$ cat config.mk
export PLATFORM = sky130hd
export DESIGN_NAME = sync_fifo_pro
export DESIGN_NICKNAME = d
export VERILOG_FILES = /design/src/rtl/fifo_pkg.sv /design/src/rtl/fifo_dpram.sv /design/src/rtl/sync_fifo_pro.sv
export SDC_FILE = /design/constraint.sdc
export NUM_CORES = 1
export LEC_CHECK = 0
export CAP_MARGIN = 20
export CORE_MARGIN = 5
export CORE_UTILIZATION = 50
export DETAILED_ROUTE_END_ITERATION = 8
export GPL_TIMING_DRIVEN = 0
export PLACE_DENSITY = 0.69
export SLEW_MARGIN = 30
export SYNTH_ARGS = -nofsm -noshare
export SYNTH_HDL_FRONTEND = slang
export SYNTH_SLANG_ARGS = --single-unit
$ cat constraint.sdc
create_clock -name clk -period 3.3 [get_ports clk]
set_input_delay 0.66 -clock clk [delete_from_list [all_inputs] [get_ports clk]]
set_output_delay 0.66 -clock clk [all_outputs]
set_load 0.02 [all_outputs]
$ cat src/rtl/fifo_pkg.sv
// Shared constants and helpers for the FIFO family.
package fifo_pkg;

  // Read-path modes
  localparam int FIFO_MODE_STD  = 0;
  localparam int FIFO_MODE_FWFT = 1;

  // Default geometry
  localparam int FIFO_DEF_DW = 16;
  localparam int FIFO_DEF_AW = 4;

  // Ceiling log2; clog2(1) = 0
  function automatic int clog2(input int v);
    int r;
    int x;
    r = 0;
    x = v - 1;
    while (x > 0) begin
      r++;
      x = x >> 1;
    end
    return r;
  endfunction

endpackage

$ cat src/rtl/fifo_dpram.sv
// Simple dual-port storage: synchronous write, registered or combinational read.
module fifo_dpram
  import fifo_pkg::*;
#(
  parameter int DW      = FIFO_DEF_DW,
  parameter int AW      = FIFO_DEF_AW,
  parameter int RD_MODE = FIFO_MODE_STD
) (
  input  logic          clk,
  input  logic          rst,
  input  logic          we,
  input  logic [AW-1:0] waddr,
  input  logic [DW-1:0] wdata,
  input  logic          re,
  input  logic [AW-1:0] raddr,
  output logic [DW-1:0] rdata
);

  logic [DW-1:0] mem [2**AW];

  // Write port; contents are never reset
  always_ff @(posedge clk) begin
    if (we) mem[waddr] <= wdata;
  end

  generate
    if (RD_MODE == FIFO_MODE_STD) begin : g_reg
      logic [DW-1:0] rdata_q;
      // Registered read: output register loads on re and holds otherwise
      always_ff @(posedge clk or posedge rst) begin
        if (rst)     rdata_q <= '0;
        else if (re) rdata_q <= mem[raddr];
      end
      assign rdata = rdata_q;
    end else begin : g_comb
      logic unused_rd;
      assign unused_rd = rst | re;
      assign rdata     = mem[raddr];
    end
  endgenerate

endmodule

$ cat src/rtl/sync_fifo_pro.sv
// Single-clock FIFO with fill level, almost flags, FWFT option, flush and sticky errors.
module sync_fifo_pro
  import fifo_pkg::*;
#(
  parameter int DW       = FIFO_DEF_DW,
  parameter int AW       = FIFO_DEF_AW,
  parameter int FWFT     = FIFO_MODE_STD,
  parameter int AF_LEVEL = 12,
  parameter int AE_LEVEL = 2
) (
  input  logic          clk,
  input  logic          rst,
  input  logic          flush,
  input  logic          wr_en,
  input  logic [DW-1:0] wr_data,
  output logic          full,
  output logic          almost_full,
  input  logic          rd_en,
  output logic [DW-1:0] rd_data,
  output logic          rd_valid,
  output logic          empty,
  output logic          almost_empty,
  output logic [AW:0]   level,
  input  logic          err_clr,
  output logic          overflow,
  output logic          underflow
);

  localparam int DEPTH = 2**AW;

  // Reject bad configurations at elaboration
  generate
    if (AW < 1) begin : g_bad_aw
      $error("sync_fifo_pro: AW must be >= 1");
    end
    if (AF_LEVEL < 1 || AF_LEVEL > DEPTH) begin : g_bad_af
      $error("sync_fifo_pro: AF_LEVEL out of range 1..2**AW");
    end
    if (AE_LEVEL < 0 || AE_LEVEL > DEPTH-1) begin : g_bad_ae
      $error("sync_fifo_pro: AE_LEVEL out of range 0..2**AW-1");
    end
    if (clog2(DEPTH+1) != AW+1) begin : g_bad_lvl
      $error("sync_fifo_pro: level width mismatch");
    end
    if (FWFT != FIFO_MODE_STD && FWFT != FIFO_MODE_FWFT) begin : g_bad_mode
      $error("sync_fifo_pro: FWFT must be 0 or 1");
    end
  endgenerate

  localparam logic [AW:0] AF_L = AF_LEVEL[AW:0];
  localparam logic [AW:0] AE_L = AE_LEVEL[AW:0];

  logic [AW:0]   wr_ptr, rd_ptr;
  logic          wr_acc, rd_acc;
  logic [DW-1:0] ram_q;

  // Flags straight from registered state, no lag
  assign empty        = (wr_ptr == rd_ptr);
  assign full         = (wr_ptr[AW] != rd_ptr[AW]) && (wr_ptr[AW-1:0] == rd_ptr[AW-1:0]);
  assign almost_full  = (level >= AF_L);
  assign almost_empty = (level <= AE_L);

  // Flush blocks all traffic; full/empty block their own side
  assign wr_acc = wr_en & ~full  & ~flush;
  assign rd_acc = rd_en & ~empty & ~flush;

  // Pointers and level
  always_ff @(posedge clk or posedge rst) begin
    if (rst) begin
      wr_ptr <= '0;
      rd_ptr <= '0;
      level  <= '0;
    end else if (flush) begin
      wr_ptr <= '0;
      rd_ptr <= '0;
      level  <= '0;
    end else begin
      if (wr_acc) wr_ptr <= wr_ptr + 1'b1;
      if (rd_acc) rd_ptr <= rd_ptr + 1'b1;
      case ({wr_acc, rd_acc})
        2'b10:   level <= level + 1'b1;
        2'b01:   level <= level - 1'b1;
        default: level <= level;
      endcase
    end
  end

  // Sticky errors; a new error wins over err_clr
  always_ff @(posedge clk or posedge rst) begin
    if (rst) begin
      overflow  <= 1'b0;
      underflow <= 1'b0;
    end else begin
      overflow  <= (wr_en & full  & ~flush) | (overflow  & ~err_clr);
      underflow <= (rd_en & empty & ~flush) | (underflow & ~err_clr);
    end
  end

  fifo_dpram #(
    .DW      (DW),
    .AW      (AW),
    .RD_MODE (FWFT)
  ) u_ram (
    .clk   (clk),
    .rst   (rst),
    .we    (wr_acc),
    .waddr (wr_ptr[AW-1:0]),
    .wdata (wr_data),
    .re    (rd_acc),
    .raddr (rd_ptr[AW-1:0]),
    .rdata (ram_q)
  );

  generate
    if (FWFT == FIFO_MODE_STD) begin : g_std
      logic [1:0] vld_pipe;
      assign vld_pipe[0] = rd_acc;
      // One-cycle valid pulse following each read accept
      always_ff @(posedge clk or posedge rst) begin
        if (rst)        vld_pipe[1] <= 1'b0;
        else if (flush) vld_pipe[1] <= 1'b0;
        else            vld_pipe[1] <= vld_pipe[0];
      end
      assign rd_valid = vld_pipe[1];
      assign rd_data  = ram_q;
    end else begin : g_fwft
      // Head word is presented whenever something is stored
      assign rd_valid = ~empty;
      assign rd_data  = empty ? '0 : ram_q;
    end
  endgenerate

endmodule

## After elaboration in Yosys (flattened, before gate mapping)

Memories as Yosys holds them, arrays and structs flattened. A register that Yosys moved wholly into a read port is not among the register bits.
Cells that the tools add are included.

- $add $sub $neg: 4
- Multipliers: 0
- Div/mod/pow operators: 0
- Magnitude comparators: 2
- Equal/unequal tests: 5
- Shifts and indexed selects: 0
- Muxes and demuxes: 9
- Bitwise gates (word level): 16
- Reductions and logical operators: 4

Operator list:

| kind | number |
|---|---|
| $mux 5 | 5 |
| $add 5x1->5 const B | 3 |
| $and 1x1->1 | 10 |
| $pmux 5 s2 | 1 |
| $eq 5x5->1 | 1 |
| $ge 5x4->1 const B | 1 |
| $le 5x2->1 const B | 1 |
| $sub 5x1->5 const B | 1 |
| $eq 4x4->1 | 1 |
| $not 1->1 | 4 |
| $reduce_bool 2->1 | 2 |
| $mux 1 | 3 |
| $reduce_bool 3->1 | 1 |
| $eq 2x1->1 const B | 1 |
| $eq 2x2->1 const B | 1 |
| $or 1x1->1 | 2 |
| $logic_and 1x1->1 | 1 |
| $ne 1x1->1 | 1 |

- Register bits: 18
- Latch bits: 0
- Memory bits (writable): 256
- Bits in read-only memories: 0
- Bits of input ports: 22
- Output and inout port bits: 28
- Word-level logic and storage cells: 47
- Memories kept: 1

Memory list:

| memory | words | width | rd ports | clocked after memory_dff | wr ports | line | source |
|---|---|---|---|---|---|---|---|
| u_ram.mem | 16 | 16 | 1 | 1 | 1 | fifo_dpram.sv:19 | `logic [DW-1:0] mem [2**AW];` |

## Logic depth before layout (Yosys ltp)

- Word-level depth: 8
- Gate-level depth with buffers: 12
- Depth with buffers taken out: 11

## Modules after synthesis

A second synthesis with hierarchy kept.

- Cell total of the unflattened synthesis: 573
- Area total of the unflattened synthesis: 11629.9 sq um

By module, submodules not included:

| module | instances | cells each | area each (sq um) | seq. area each (sq um) |
|---|---|---|---|---|
| fifo_dpram | 1 | 453 | 10467.5 | 8087.8 |
| sync_fifo_pro | 1 | 120 | 1162.4 | 450.4 |

## Least setup slack after synthesis

Ideal clock, no wire load.

- Kind: register to register
- From: reg rd_ptr[3]
- To: mem u_ram.mem[3][0] in the netlist's numbering, enable pin
- Setup time: 409 ps
- Arrival: 2503 ps
- Data required time: 2891 ps
- Slack: 387 ps
- Cell stages (with the launch flop): 9
- Path buffers: 1
- Clock period less this slack: 2913 ps
- Cells stage by stage: dfrtp_1 -> buf_4 -> xor2_1 -> nor4_4 -> nand2_1 -> inv_1 -> nor2_1 -> nand2_1 -> nor3_1

- Word-level cells in the longest chain between the ends: 7

RTL lines:

| what | line | source |
|---|---|---|
| start, declared | sync_fifo_pro.sv:53 | `logic [AW:0] wr_ptr, rd_ptr;` |
| start signal, assigned | sync_fifo_pro.sv:79 | `if (rd_acc) rd_ptr <= rd_ptr + 1'b1;` |
| $eq 4x4->1 | sync_fifo_pro.sv:59 | `assign full = (wr_ptr[AW] != rd_ptr[AW]) && (wr_ptr[AW-1:0] == rd_ptr[AW-1:0]);` |
| $logic_and 1x1->1 | sync_fifo_pro.sv:59 |  |
| net full | sync_fifo_pro.sv:16 | `output logic full,` |
| $not 1->1 | sync_fifo_pro.sv:64 | `assign wr_acc = wr_en & ~full & ~flush;` |
| $and 1x1->1 (2 in a row) | sync_fifo_pro.sv:64 |  |
| $mux 1 | fifo_dpram.sv:23 | `if (we) mem[waddr] <= wdata;` |
| $mux 1 (not written as such) | fifo_dpram.sv:23 |  |
| end, declared | fifo_dpram.sv:19 |  |

The timed path passes the listed nets, and every way through them passes these cells.

## Worst setup path after layout

- From: reg rd_ptr[0]
- To: out full

- Word-level cells in the longest chain between the ends: 2

RTL lines:

| what | line |
|---|---|
| $eq 4x4->1 | sync_fifo_pro.sv:59 |
| $logic_and 1x1->1 | sync_fifo_pro.sv:59 |
| end, declared | sync_fifo_pro.sv:16 |

No other way between the ends.

==> results by group <==
Route
  • Routed WL: around 24000 um
  • DRC Markers: 0
  • Iteration-0 DRC Markers: ~570
  • Average routed wire per standard cell: roughly 26 um
  • Antenna-violating nets left: 0
  • Vias after detailed routing: between 5000 and 6000
  • Vias per cell: about 5.9
  • Pre-Repair DR Iteration Count: 5

Power and ir drop
  • Reported leakage power: 4.407 nW
  • Areal power density over the cells: just under 700 nW/um^2
  • IR Drop Worst-Case VDD: 0.5335 mV
  • Tot Pwr: roughly 9 mW

Critical path
  • WS Path Type: reg2out
  • Worst-path cell chain: clkbuf_2 -> xor2_1 -> nor4_4 -> nand2_1 -> inv_1 -> clkdlybuf4s50_1
  • Data arrival time at the worst-slack endpoint: about 2500 ps
  • Total number of cells along the worst setup path: 6
  • Critical path capture point type: output pin
  • Total buffers and inverters traversed by the critical path: 3
  • CP top delay family: buffers and inverters
  • Worst Reg-to-Reg Cells: 12
  • Slowest stage delay, CP: 610 ps
  • Required time at the worst-slack endpoint: between 2000 and 3000 ps
  • Crit path launch type: flop
  • Critical-path maximum fanout: 5
  • Slowest cell on crit path: sky130_fd_sc_hd__clkdlybuf4s50_1

Finish
  • Post-layout net count: ~650
  • Area grow syn2layout: 18.24%
  • Share of final-layout standard cells stronger than drive strength 1: 29.08%
  • Fraction of the core area covered by cells at the end of the flow: between 50% and 60%
  • Antenna diodes: 0

Yosys
  • Fraction of synthesized cell area taken by the top area cell type: roughly two thirds
  • Syn. warnings: 0
  • Combined area of all synthesized cells: ~11000 um^2
  • Number of flops mapped to enable cells by yosys: roughly 260
  • Post-synth cell types: 37
  • Leading area contributor after synthesis: sky130_fd_sc_hd__edfxtp_1
  • Most used DFF post-synth: sky130_fd_sc_hd__edfxtp_1
  • Async SR Flop Fraction: 11.72%
  • Part of the Yosys area used for sequential elements: about three quarters
  • Mapped Cells: 527
  • Flop and latch count out of synthesis: just under 300
  • Number of nets in the synthesized netlist: 558
  • Main area contributors after synthesis: sky130_fd_sc_hd__edfxtp_1 67%, sky130_fd_sc_hd__mux4_2 16%, sky130_fd_sc_hd__dfrtp_1 7.5%, sky130_fd_sc_hd__mux2_2 1.6%, sky130_fd_sc_hd__xor2_1 1.0%
  • Mean Syn Cell Area: approximately 22 um^2

Floorplanning
  • Die Footprint: 25920 um^2
  • X dimension of the die: roughly 160 um
  • Effective utilization at floorplan: about half
  • Number of placement rows: 55
  • Number of I/O pins: 50
  • Die H: 161 um
  • Area of the core: roughly 23000 um^2

Timing
  • Minimum setup slack in the final design: around 140 ps
  • Unrepaired setup endpoints after global routing: false
  • Slew HR: about two fifths
  • Hold Fails Final Rpt: 0
  • Worst Hold Margin: 385.8 ps
  • Final setup violation count: 0
  • Period utilization: a little over nine tenths
  • Final min period: between 3000 and 4000 ps
  • Setup Skew: between 7 and 8 ps
  • Measured slew at the worst slew-check pin: around 910 ps
  • Summed negative setup slack over all endpoints: 0 ps
  • Max Clk Rate: between 300 and 400 MHz
  • Count of final max-slew check failures: 0

Global routing
  • Via count of the first global-routing pass: between 5000 and 6000
  • Total congestion overflow after global routing: 0
  • Combined global-route utilization of all metal layers: 18.58%
  • Number of antenna violations at the first check in global routing: 0
  • Wire length of the first global-routing pass: 35970 um
  • Largest net degree at the start of global routing: 24

Clock network
  • TritonCTS buffer count: 29
  • Clock tree from TritonCTS: yes
  • Clk sinks: 290
  • Number of levels the H-tree was split into: 1
  • Clock Tree Root: sky130_fd_sc_hd__clkbuf_16
  • Clock slew at reported path FFs: around 70 ps
  • Bufs on Longest Clock Path: 3
  • Clock latency on the worst-skew pair: between 500 and 600 ps

Flow run
  • Max-capacitance violation count: 0

Placement
  • Final HPWL DP: about 15000 um
  • Final RePlAce weighted congestion: just under 0.8
  • I/O Buffers: 48
  • Setup slack after placement: -35.15 ps

Run status
  • Run status: complete, no violations

Hold path
  • Class of the tightest hold or removal check: in2async
## worst paths after layout
| kind | startpoint | end | slack (ps) |
|---|---|---|---|
| setup / recovery | rd_ptr[0] | full | 140 |
| hold / removal | rst | rd_valid | 390 |
| setup reg to reg | rd_ptr[0] | level[4] | 200 |
| hold reg to reg | u_ram.rdata[7] | u_ram.rdata[7] | 500 |
| max in group asynchronous | rst | u_ram.rdata[5] | 2450 |
| min in group clk | u_ram.rdata[7] | u_ram.rdata[7] | 500 |
## stage by stage
stage               cells  area [um^2]
global route          928        13480
finish                928        13480
global placement      860        12240
detailed placement    873        12500
floorplan             527        11400
CTS                   927        13470
## worst reg2reg max path, cell delays in order (launching register included)
cell and delay [ps]:
sky130_fd_sc_hd__dfrtp_1 400, sky130_fd_sc_hd__clkbuf_2 160, sky130_fd_sc_hd__xor2_1 180, sky130_fd_sc_hd__nor4_4 410
sky130_fd_sc_hd__mux2i_2 380, sky130_fd_sc_hd__inv_1 140, sky130_fd_sc_hd__ha_1 330, sky130_fd_sc_hd__nor2b_1 160
sky130_fd_sc_hd__o21ai_0 150, sky130_fd_sc_hd__nand2b_1 80, sky130_fd_sc_hd__xor2_1 150, sky130_fd_sc_hd__or4_1 410
sky130_fd_sc_hd__nand3_1 90
## cells in the mapped netlist, types with 7 or more instances
library cell,instances
sky130_fd_sc_hd__mux2_2,16
sky130_fd_sc_hd__dfrtp_1,34
sky130_fd_sc_hd__mux4_2,80
sky130_fd_sc_hd__nand2_1,15
sky130_fd_sc_hd__ha_1,8
sky130_fd_sc_hd__nor2_1,26
sky130_fd_sc_hd__xor2_1,13
sky130_fd_sc_hd__inv_1,10
sky130_fd_sc_hd__edfxtp_1,256
sky130_fd_sc_hd__clkbuf_1,7
## repair_timing
item	CTS	global route
resized for setup	0	2
hold buffers	0	0
setup buffers	0	1
endpoints found under the setup margin	0	3
## flip-flops by register name (all words and copies together) (netlist names)
signal,flops
wr_ptr,5
level,5
overflow,1
rd_valid,1
rd_ptr,5
u_ram.mem,256
underflow,1
u_ram.rdata,16
## per-layer routing
| metal | wire, um | global-route usage, % | share of wire (%) | up-vias |
|---|---|---|---|---|
| li1 | - | - | - | 2347 |
| met1 | 9040 | 23.58 | 38 | 2928 |
| met2 | 12840 | 33.63 | 54 | 196 |
| met3 | 1524 | 3.623 | 6.4 | 29 |
| met4 | 378 | 3.877 | 1.6 | 0 |
| met5 | 0 | 0 | 0 | - |
## report_power, final
part / total, mW / internal [mW] / switching, mW
combinational: 1.55 / 0.811 / 0.742
sequential: 4.25 / 4.15 / 0.102
clock: 3.29 / 1.98 / 1.31
## cell families after synthesis
family          after synthesis  share of synthesized area, %
flops                       290                         74.89
mux                          98                         17.56
simple gates                 65                         2.755
buf+inv                      34                         1.547
xor+xnor                     16                         1.229
compound gates               15                        0.9656
fa+ha+maj                     9                         1.054
## cell usage in the layout, fill, tap and decap left out, drive strengths merged, types with 3 or more instances in the layout
| cell type | n |
|---|---|
| nor2 | 27 |
| clkinvlp | 3 |
| clkdlybuf4s50 | 47 |
| dfrtp | 34 |
| xnor2 | 3 |
| edfxtp | 256 |
| clkinv | 7 |
| bufinv | 4 |
| a21o | 3 |
| nor3 | 5 |
| mux2 | 16 |
| nand2 | 15 |
| mux4 | 80 |
| clkbuf | 47 |
| xor2 | 13 |
| ha | 8 |
| nand4 | 4 |
| inv | 11 |
| nand2b | 5 |
| buf | 30 |
## final cells by class
type | count | area, um^2
Clock inverter | 15 | 182.7
Fill cell | 1579 | 9091
Multi-Input combinational cell | 203 | 2800
Buffer | 24 | 138.9
Tap cell | 285 | 356.6
Clock buffer | 39 | 783.3
Inverter | 10 | 37.54
Timing Repair Buffer | 62 | 643.1
Sequential cell | 290 | 8538
(Power assumes the default switching activity.)
